### config.mk
export PLATFORM = sky130hd
export DESIGN_NAME = fifo_write_arbiter
export DESIGN_NICKNAME = d
export VERILOG_FILES = /design/src/rtl/fifo_write_arbiter.sv
export SDC_FILE = /design/constraint.sdc
export NUM_CORES = 1
export LEC_CHECK = 0
export ABC_AREA = 1
export CAP_MARGIN = 20
export CORE_MARGIN = 1
export CORE_UTILIZATION = 21
export CTS_CLUSTER_DIAMETER = 50
export DETAILED_ROUTE_END_ITERATION = 8
export PLACE_DENSITY = 0.77
export SLEW_MARGIN = 15
export SYNTH_ARGS = -nofsm -noshare
export SYNTH_HDL_FRONTEND = slang
export SYNTH_SLANG_ARGS = --single-unit
### constraint.sdc
create_clock -name clk -period 1.18 [get_ports clk]
set_input_delay 0.177 -clock clk [delete_from_list [all_inputs] [get_ports clk]]
set_output_delay 0.177 -clock clk [all_outputs]
set_load 0.02 [all_outputs]
### src/rtl/fifo_write_arbiter.sv
// fifo_write_arbiter: round-robin, packet-atomic arbiter feeding one FIFO writer.
// Optional stall-abort counter enabled by defining FIFO_ARB_TIMEOUT_EN.
module fifo_write_arbiter #(
    parameter int NUM_REQ    = 4,
    parameter int DATA_WIDTH = 32,
    parameter int TIMEOUT    = 255
) (
    input  logic                          clk,
    input  logic                          rst_n_i,
    input  logic [NUM_REQ-1:0]            req_valid_i,
    input  logic [NUM_REQ*DATA_WIDTH-1:0] req_data_i,
    input  logic [NUM_REQ-1:0]            req_last_i,
    output logic [NUM_REQ-1:0]            req_ready_o,
    output logic [NUM_REQ-1:0]            grant_o,
    output logic                          busy_o,
    output logic [DATA_WIDTH-1:0]         fifo_d_o,
    output logic                          fifo_enq_o,
    input  logic                          fifo_full_i,
    input  logic                          fifo_alm_full_i,
    output logic                          timeout_o
);
    localparam int IW = $clog2(NUM_REQ);
    typedef enum logic {IDLE, OWN} state_t;
    state_t        state, state_nxt;
    logic [IW-1:0] owner, owner_nxt, last_grant, last_nxt, pick;
    logic          own, xfer;
    assign own         = (state == OWN);
    assign grant_o     = own ? (NUM_REQ'(1) << owner) : '0;
    assign busy_o      = own;
    assign req_ready_o = grant_o & {NUM_REQ{!fifo_full_i}};
    assign xfer        = own && req_valid_i[owner] && !fifo_full_i;
    assign fifo_enq_o  = xfer;
    assign fifo_d_o    = own ? req_data_i[owner*DATA_WIDTH +: DATA_WIDTH] : '0;
    // Scan downward so the nearest requester after last_grant is the final assignment.
    always_comb begin
        pick = '0;
        for (int i = NUM_REQ; i >= 1; i--)
            if (req_valid_i[IW'((int'(last_grant) + i) % NUM_REQ)])
                pick = IW'((int'(last_grant) + i) % NUM_REQ);
    end
`ifdef FIFO_ARB_TIMEOUT_EN
    logic [15:0] stall_cnt;
    assign timeout_o = own && !req_valid_i[owner] && (int'(stall_cnt) + 1 >= TIMEOUT);
    always_ff @(posedge clk) begin
        if (!rst_n_i || !own || xfer || timeout_o)
            stall_cnt <= '0;
        else if (!req_valid_i[owner])
            stall_cnt <= stall_cnt + 16'd1;
    end
`else
    assign timeout_o = 1'b0;
`endif
    always_comb begin
        state_nxt = state;
        owner_nxt = owner;
        last_nxt  = last_grant;
        if (!own) begin
            if (|req_valid_i && !fifo_alm_full_i) begin
                state_nxt = OWN;
                owner_nxt = pick;
            end
        end else if ((xfer && req_last_i[owner]) || timeout_o) begin
            state_nxt = IDLE;
            last_nxt  = owner;
        end
    end
    always_ff @(posedge clk) begin
        if (!rst_n_i) begin
            state      <= IDLE;
            owner      <= '0;
            last_grant <= IW'(NUM_REQ - 1);
        end else begin
            state      <= state_nxt;
            owner      <= owner_nxt;
            last_grant <= last_nxt;
        end
    end
endmodule
==> After elaboration in Yosys (flattened, before gate mapping) <==
Index checks and enable logic that the tools add are counted.
{ "totals": {"register_bits": 5, "input_bits": 140, "output_inout_bits": 43, "word_cells": 50} }
{ "classes": {"n_addsub": 4, "n_lt_le_gt_ge": 5, "n_shift": 2, "n_mux": 25, "bitwise": 2, "reduce_logical": 9} }
{ "ops": {"columns": ["operator", "count"], "rows": [
  ["128-bit by 8-bit indexed part select with 32-bit output", 1],
  ["32-bit 2-to-1 mux", 1],
  ["2-bit by 4-bit < comparator with 1-bit output, second input constant", 4],
  ["1-bit 2-to-1 mux", 13],
  ["1-bit binary-select mux with 2-bit select", 6],
  ["2-bit 2-to-1 mux", 4],
  ["2-bit by 1-bit adder with 2-bit output, second input constant", 2],
  ["2-bit adder, second input constant", 2],
  ["4-bit AND", 1],
  ["1-bit logical AND", 4],
  ["4-bit 2-to-1 mux", 1],
  ["2-bit AND reduction", 2],
  ["4-bit OR reduction", 1],
  ["1-bit by 2-bit left shift with 4-bit output, first input constant", 1],
  ["2-bit by 3-bit < comparator with 1-bit output, second input constant", 1],
  ["1-bit zero test", 2],
  ["1-bit NOT", 1]
]} }

==> Logic depth before layout (Yosys ltp) <==
Gate-level depths: netlist (run 1).
{ "logic_depth": {"ltp_word": 8, "mapped_depth": 11, "mapped_depth_nobuf": 10} }

==> Worst setup path after synthesis (run 1) <==
No wires, ideal clock.
{ "synth_path": {"path_kind": "flip-flop to output port", "start": "register owner[1]", "end": "output fifo_d_o[10]", "arrival_time_ps": 1294, "t_required_ps": 1003, "path_slack_ps": -291, "path_stages_with_launch": 6, "n_path_buf": 1, "cell_sequence": "dfxtp_1 -> nand2_2 -> inv_2 -> clkbuf_1 -> a22oi_1 -> a21oi_1"} }
{ "synth_between": {"elab_chain_len": 2} }
{ "synth_lines": {"columns": ["item", "line_no", "text"], "rows": [
  ["start: declaration", "25", "logic [IW-1:0] owner, owner_nxt, last_grant, last_nxt, pick;"],
  ["start signal: assignment", "74", "owner <= owner_nxt;"],
  ["128-bit by 8-bit indexed part select with 32-bit output", "33", "assign fifo_d_o = own ? req_data_i[owner*DATA_WIDTH +: DATA_WIDTH] : '0;"],
  ["32-bit 2-to-1 mux", "33", null],
  ["end: declaration", "16", "output logic [DATA_WIDTH-1:0] fifo_d_o,"]
]} }
Every way passes these cells.

==> Worst setup path in the final report (run 1) <==
{ "layout_path": {"start": "register owner[0]", "end": "output fifo_enq_o"} }
{ "layout_between": {"elab_chain_len": 4} }
{ "layout_lines": {"columns": ["item", "line_no", "text"], "rows": [
  ["1-bit binary-select mux with 2-bit select", "31", "assign xfer = own && req_valid_i[owner] && !fifo_full_i;"],
  ["1-bit 2-to-1 mux (implied by the code)", "31", null],
  ["1-bit logical AND (2 in a row)", "31", null],
  ["end: declaration", "17", "output logic fifo_enq_o,"]
]} }
Every way passes these cells. The select of a mux whose other input is x is not followed.

==> flow_metrics.env, run 1 <==
export IMPL_run_status="complete, but fails checks"
export IMPL_violated_checks="setup timing"
export IMPL_die_width_um=78.65
export IMPL_worst_setup_hold_path_clk_slew_ns=0.03
export IMPL_drt_total_wl_um=9365
export IMPL_ys_seq_area_share_pct=8.114
export IMPL_mappedNetlistArea_mm2=0.001234
export IMPL_drtPass1Iterations=6
export IMPL_routedWlPerCell_um=18.81
export IMPL_detail_route_iter0_violations=69
export IMPL_number_of_enable_type_register_cells_in_the_synthesized_netlist=0
export IMPL_async_reset_ff_share_pct=0
export IMPL_cts_tree="built"
export IMPL_final_hold_viol_count=0
export IMPL_maxSlewViolCount=0
export IMPL_rsz0062_at_grt="true"
export IMPL_worst_r2r_setup_slack_ns=-0.36
export IMPL_nets=567
export IMPL_synth_compound_area_share_pct=56.80
export IMPL_core_mm2=0.005574
export IMPL_synthMuxAreaShare_pct=0
export IMPL_min_period_ns=1.619
export IMPL_worst_ep_arrival_time_ns=1.44
export IMPL_finalNonFillerCells=498
export IMPL_setup_ws_ns=-0.4385
export IMPL_place_gp_congestion=0.9080
export IMPL_worst_skew_ns=0.002685
export IMPL_yosys_most_used_dff="dfxtp_1"
export IMPL_crit_path_leading_delay_family="flip-flops"
export IMPL_antenna_cells=0
export IMPL_grt_total_usage_pct=25.60
export IMPL_cp_data_required_time_ns=1.00
export IMPL_placed_cells_incl_taps=485
export IMPL_final_cycle_share_pct=137.2
export IMPL_max_freq_ghz=0.6178
export IMPL_vertical_die_dimension_um=78.65
export IMPL_area_growth_pct=239.1
export IMPL_remaining_drc_errors=0
export IMPL_worst_path_max_fanout=5
export IMPL_grt_pass1_vias=2491
export IMPL_setup_viol=46
export IMPL_p_leak_nw=1.612
export IMPL_grt_max_degree=20
export IMPL_layout_filler_cells=411
export IMPL_dp_hpwl_um=6367
export IMPL_cp_end_kind="output port"
export IMPL_synthTopCellsByArea="a22oi_1 40%, a21oi_1 15%, nand2_1 12%, dfxtp_1 8.1%, nor2_1 4.0%"
export IMPL_netlist_cell_type_count=21
export IMPL_die_area_mm2=0.006185
export IMPL_cts_sink_count=5
export IMPL_postSynthCellCount=213
export IMPL_cp_num_buf_inv=4
export IMPL_grt_antenna_before_repair=0
export IMPL_detail_route_antenna_nets=0
export IMPL_floorplan_initialDensity_pct=22.13
export IMPL_synth_net_count=353
export IMPL_holdCritPathClass="flip-flop to flip-flop"
export IMPL_critical_path_slowest_cell="dfxtp_4"
export IMPL_fin_worst_hold_slack_ns=0.5698
export IMPL_timing_critical_path_cells="inv_2 > nand2_4 > buf_4 > o22ai_1 > or2_1 > inv_2 > nor2_4 > buf_6"
export IMPL_vias=2622
export IMPL_synth_ff_latch_count=5
export IMPL_final_area_mm2=0.004184
export IMPL_timing_setup_critical_path_class="flip-flop to output port"
export IMPL_vdd_drop_max_mv=0.8584
export IMPL_clockBufferDepth=2
export IMPL_design_power_total_mw=2.568
export IMPL_setup_tns_final_ns=-15.48
export IMPL_max_cap_viols=0
export IMPL_grt_overflow_total=0
export IMPL_htree_num_levels=1
export IMPL_synth_simple_gate_area_share_pct=22.62
export IMPL_layout_core_utilization_pct=75.06
export IMPL_power_per_cell_area_mw_per_mm2=613.9
export IMPL_floorplan_io_pins=183
export IMPL_slowest_delay_ns=0.41
export IMPL_placement_cell_area_mm2=0.003562
export IMPL_crit_top_cell="inv_2"
export IMPL_post_synth_top_area_share_pct=39.55
export IMPL_vias_per_cell=5.265
export IMPL_ys_warn_count=0
export IMPL_post_synth_most_frequent_cells="65 x a22oi_1, 38 x nand2_1, 37 x a21oi_1"
export IMPL_synth_xor_xnor_area_share_pct=0
export IMPL_most_area_hungry_cell_type_in_the_yosys_netlist="a22oi_1"
export IMPL_synth_most_common_cell="a22oi_1"
export IMPL_main_combinational_cell_family_by_area_after_synthesis="compound AO/OA/AOI/OAI gates"
export IMPL_share_of_post_route_cells_with_drive_strength_above_1_pct=55.40
export IMPL_cts_made_buffers=3
export IMPL_row_cnt=27
export IMPL_crit_path_start_kind="flip-flop"
export IMPL_grt_pass1_wl_um=12570
export IMPL_ctsRootBufferMaster="clkbuf_8"
export IMPL_post_synth_fa_ha_maj_area_fraction_pct=0
export IMPL_place_ws_ns=-0.7669
export IMPL_clock_latency_on_the_worst_skew_pair_ns=0.23
export IMPL_port_buffers=181
export IMPL_avgSynthCellArea_um2=5.792
## worst register-to-register path, delay by kind of cell, from the launching register on
family	cells	cell delay, ns
AOI/OAI and AO/OA	2	0.29
buffers and inverters	3	0.24
DFF	1	0.40
and+or+nand+nor	4	0.49
## cell type report
class	instances	area (um2)	area share (%)
Clock buffer	4	45.04	1.077
Inverter	18	100.1	2.392
Multi-Input combinational cell	173	1610	38.49
Sequential cell	5	118.9	2.841
Tap cell	72	90.09	2.153
Timing Repair Buffer	226	2220	53.05
## path summary, 6_finish.rpt
| check | to | startpoint | depth (start not counted) |
|---|---|---|---|
| setup / recovery | fifo_enq_o | owner[0] | 8 |
| hold / removal | owner[0] | owner[0] | 2 |
| setup reg to reg | last_grant[1] | owner[1] | 9 |
| hold reg to reg | owner[0] | owner[0] | 2 |
## cell families (layout without fill, tap and decap cells)
logic type	count (synthesis)	in the layout
and+or+nand+nor	66	66
buffers and inverters	35	248
AOI/OAI and AO/OA	106	106
DFF	5	5
other	1	1
## cells in the final DEF (no fill, tap or decap), types with 2 or more instances in the layout
cell / n
inv_4: 4
nand2_4: 14
nand2_2: 10
buf_4: 45
nand3_2: 7
a21oi_2: 32
a22oi_1: 18
clkbuf_8: 3
o211ai_1: 2
inv_2: 7
nor2_4: 10
clkdlybuf4s50_1: 134
inv_1: 3
inv_6: 3
a21oi_1: 4
o22ai_1: 2
buf_6: 27
dfxtp_4: 5
buf_12: 5
nor2_1: 2
a22oi_2: 47
nand2_1: 16
dlygate4sd2_1: 5
nand3_4: 2
nor2_2: 2
buf_2: 7
## what timing repair did
action / in CTS / in global routing
hold buffers: 0 / 0
pin swaps: 22 / 15
setup endpoints to repair: 47 / 47
cloned: 1 / 1
buffers inserted: 4 / 4
gates resized for setup: 291 / 69
## flip-flops by register name (all words and copies together), names as in the netlist
signal / flops
owner: 2
busy_o: 1
last_grant: 2
## power by group
| group | switching (mW) | internal [mW] | leakage (nW) |
|---|---|---|---|
| combinational | 0.943 | 1.09 | 1.55 |
| clock | 0.0965 | 0.233 | 0.0228 |
| sequential | 0.0303 | 0.180 | 0.0428 |
| total | 1.07 | 1.50 | 1.61 |
## routing by layer
| metal | vias up | track usage [%] | share of wire [%] |
|---|---|---|---|
| met2 | 150 | 48.09 | 54 |
| met4 | 0 | 5.556 | 3.0 |
| met3 | 26 | 5.233 | 7.5 |
| met5 | - | 0 | 0 |
| li1 | 1223 | - | - |
| met1 | 1223 | 29.23 | 36 |
Note: power is estimated with default switching activity, not from simulation.
==> run 2: changes to the inputs <==
- SKIP_CTS_REPAIR_TIMING: not set -> 1
- SLEW_MARGIN: 15 -> not set
==> run 2 against run 1 <==
The flow still finishes with violations (setup timing). Sequential power about the same. Critical path type unchanged. Fmax down 1.2%. Non-clock buffer count down 6. Utilization down 1.6 points. Routed wire length down 7.4%. Largest power group unchanged. Final cell count down 1.2%. Critical path depth down 3.
==> flow_metrics.env, run 2 (same netlist as run 1, synthesis figures left out) <==
export IMPL_run_status="complete, but fails checks"
export IMPL_violated_checks="setup timing"
export IMPL_cp_data_required_time_ns=1.00
export IMPL_p_leak_nw=1.608
export IMPL_floorplan_initialDensity_pct=22.13
export IMPL_max_cap_viols=0
export IMPL_detail_route_iter0_violations=45
export IMPL_place_gp_congestion=0.9080
export IMPL_timing_setup_critical_path_class="flip-flop to output port"
export IMPL_core_mm2=0.005574
export IMPL_slowest_delay_ns=0.38
export IMPL_vias_per_cell=5.199
export IMPL_nets=561
export IMPL_cts_tree="built"
export IMPL_final_area_mm2=0.004094
export IMPL_cts_sink_count=5
export IMPL_worst_r2r_setup_slack_ns=-0.28
export IMPL_clockBufferDepth=2
export IMPL_routedWlPerCell_um=17.62
export IMPL_htree_num_levels=1
export IMPL_vdd_drop_max_mv=0.9151
export IMPL_power_per_cell_area_mw_per_mm2=612.4
export IMPL_die_width_um=78.65
export IMPL_layout_core_utilization_pct=73.45
export IMPL_layout_commonest_cell="clkdlybuf4s50_1"
export IMPL_cp_end_kind="output port"
export IMPL_grt_overflow_total=0
export IMPL_port_buffers=181
export IMPL_setup_viol=46
export IMPL_timing_critical_path_cells="nor2_4 > buf_12 > a22oi_1 > a21oi_2 > buf_4"
export IMPL_critical_path_slowest_cell="dfxtp_4"
export IMPL_final_cycle_share_pct=138.9
export IMPL_holdCritPathClass="primary input to flip-flop"
export IMPL_cp_num_buf_inv=2
export IMPL_grt_total_usage_pct=23.09
export IMPL_row_cnt=27
export IMPL_place_ws_ns=-0.7669
export IMPL_drt_total_wl_um=8669
export IMPL_crit_path_leading_delay_family="flip-flops"
export IMPL_crit_path_start_kind="flip-flop"
export IMPL_antenna_cells=0
export IMPL_clock_latency_on_the_worst_skew_pair_ns=0.23
export IMPL_cts_made_buffers=3
export IMPL_placement_cell_area_mm2=0.003562
export IMPL_min_period_ns=1.638
export IMPL_die_area_mm2=0.006185
export IMPL_worst_skew_ns=0.006942
export IMPL_ctsRootBufferMaster="clkbuf_8"
export IMPL_timing_hold_worst_start="req_valid_i[0]"
export IMPL_maxSlewViolCount=0
export IMPL_grt_max_degree=20
export IMPL_setup_ws_ns=-0.4585
export IMPL_drtPass1Iterations=4
export IMPL_worstReg2RegStart="owner[1]"
export IMPL_remaining_drc_errors=0
export IMPL_worst_ep_arrival_time_ns=1.46
export IMPL_dp_hpwl_um=6367
export IMPL_worst_setup_hold_path_clk_slew_ns=0.04
export IMPL_area_growth_pct=231.8
export IMPL_grt_pass1_vias=2345
export IMPL_vertical_die_dimension_um=78.65
export IMPL_vias=2558
export IMPL_detail_route_antenna_nets=0
export IMPL_grt_antenna_before_repair=0
export IMPL_share_of_post_route_cells_with_drive_strength_above_1_pct=54.05
export IMPL_max_freq_ghz=0.6103
export IMPL_rsz0062_at_grt="true"
export IMPL_final_hold_viol_count=0
export IMPL_critical_path_startpoint="owner[1]"
export IMPL_layout_cells_most_common_list="134 x clkdlybuf4s50_1, 45 x a22oi_2, 39 x buf_4"
export IMPL_worst_path_max_fanout=18
export IMPL_floorplan_io_pins=183
export IMPL_grt_pass1_wl_um=11330
## run 2: changes by cell type in the layout (fill, tap and decap cells not counted), moves of 3 or more
| cell | before | now |
|---|---|---|
| dlygate4sd2_1 | 5 | 0 |
| buf_4 | 45 | 39 |
| buf_6 | 27 | 24 |
| buf_2 | 7 | 4 |
| nand2_4 | 14 | 11 |
| dlymetal6s2s_1 | 0 | 6 |
| clkbuf_2 | 1 | 7 |
## run 2: worst paths after layout
kind,end,cells after the start
setup reg to reg,busy_o,9
setup / recovery,fifo_d_o[0],5
hold / removal,owner[1],6
hold reg to reg,last_grant[1],2
## run 2: stage by stage
step	TNS (ns)	instances	hold WS [ns]	power, mW
6_report	-14.59	492	0.4983	2.507
3_3_place_gp	-24.80	485	0.5178	1.870
3_5_place_dp	-25.62	485	0.5193	1.889
2_1_floorplan	-1.304	213	0.2756	0.9790
4_1_cts	-34.14	489	0.5239	2.218
5_1_grt	-17.04	492	0.5212	2.634
## run 2: layout make-up
class / instances / area [um2]
repair buffers: 220 / 2160
multi-input cells: 173 / 1585
fillers: 423 / 1480
flip-flops and latches: 5 / 116.4
inverters: 18 / 97.59
well taps: 72 / 90.09
clock buffers: 4 / 45.04
## run 2: layer usage
layer / routed length [um] / GRT usage, % / up-vias
li1: - / - / 1209
met1: 3269 / 27.03 / 1194
met2: 4539 / 41.83 / 137
met3: 646 / 4.651 / 18
met4: 213 / 6.667 / 0
met5: 0 / 0 / -
## run 2: power by group
group / internal [mW] / switching (mW)
Clock: 0.234 / 0.102
Combinational: 1.05 / 0.910
Sequential: 0.181 / 0.0295
## run 2: tightest hold or removal path, cell delays in order
cell	delay, ns
dlymetal6s2s_1	0.13
nand2_2	0.09
nand2_4	0.09
nand2_2	0.07
nand3_2	0.08
a21oi_2	0.05
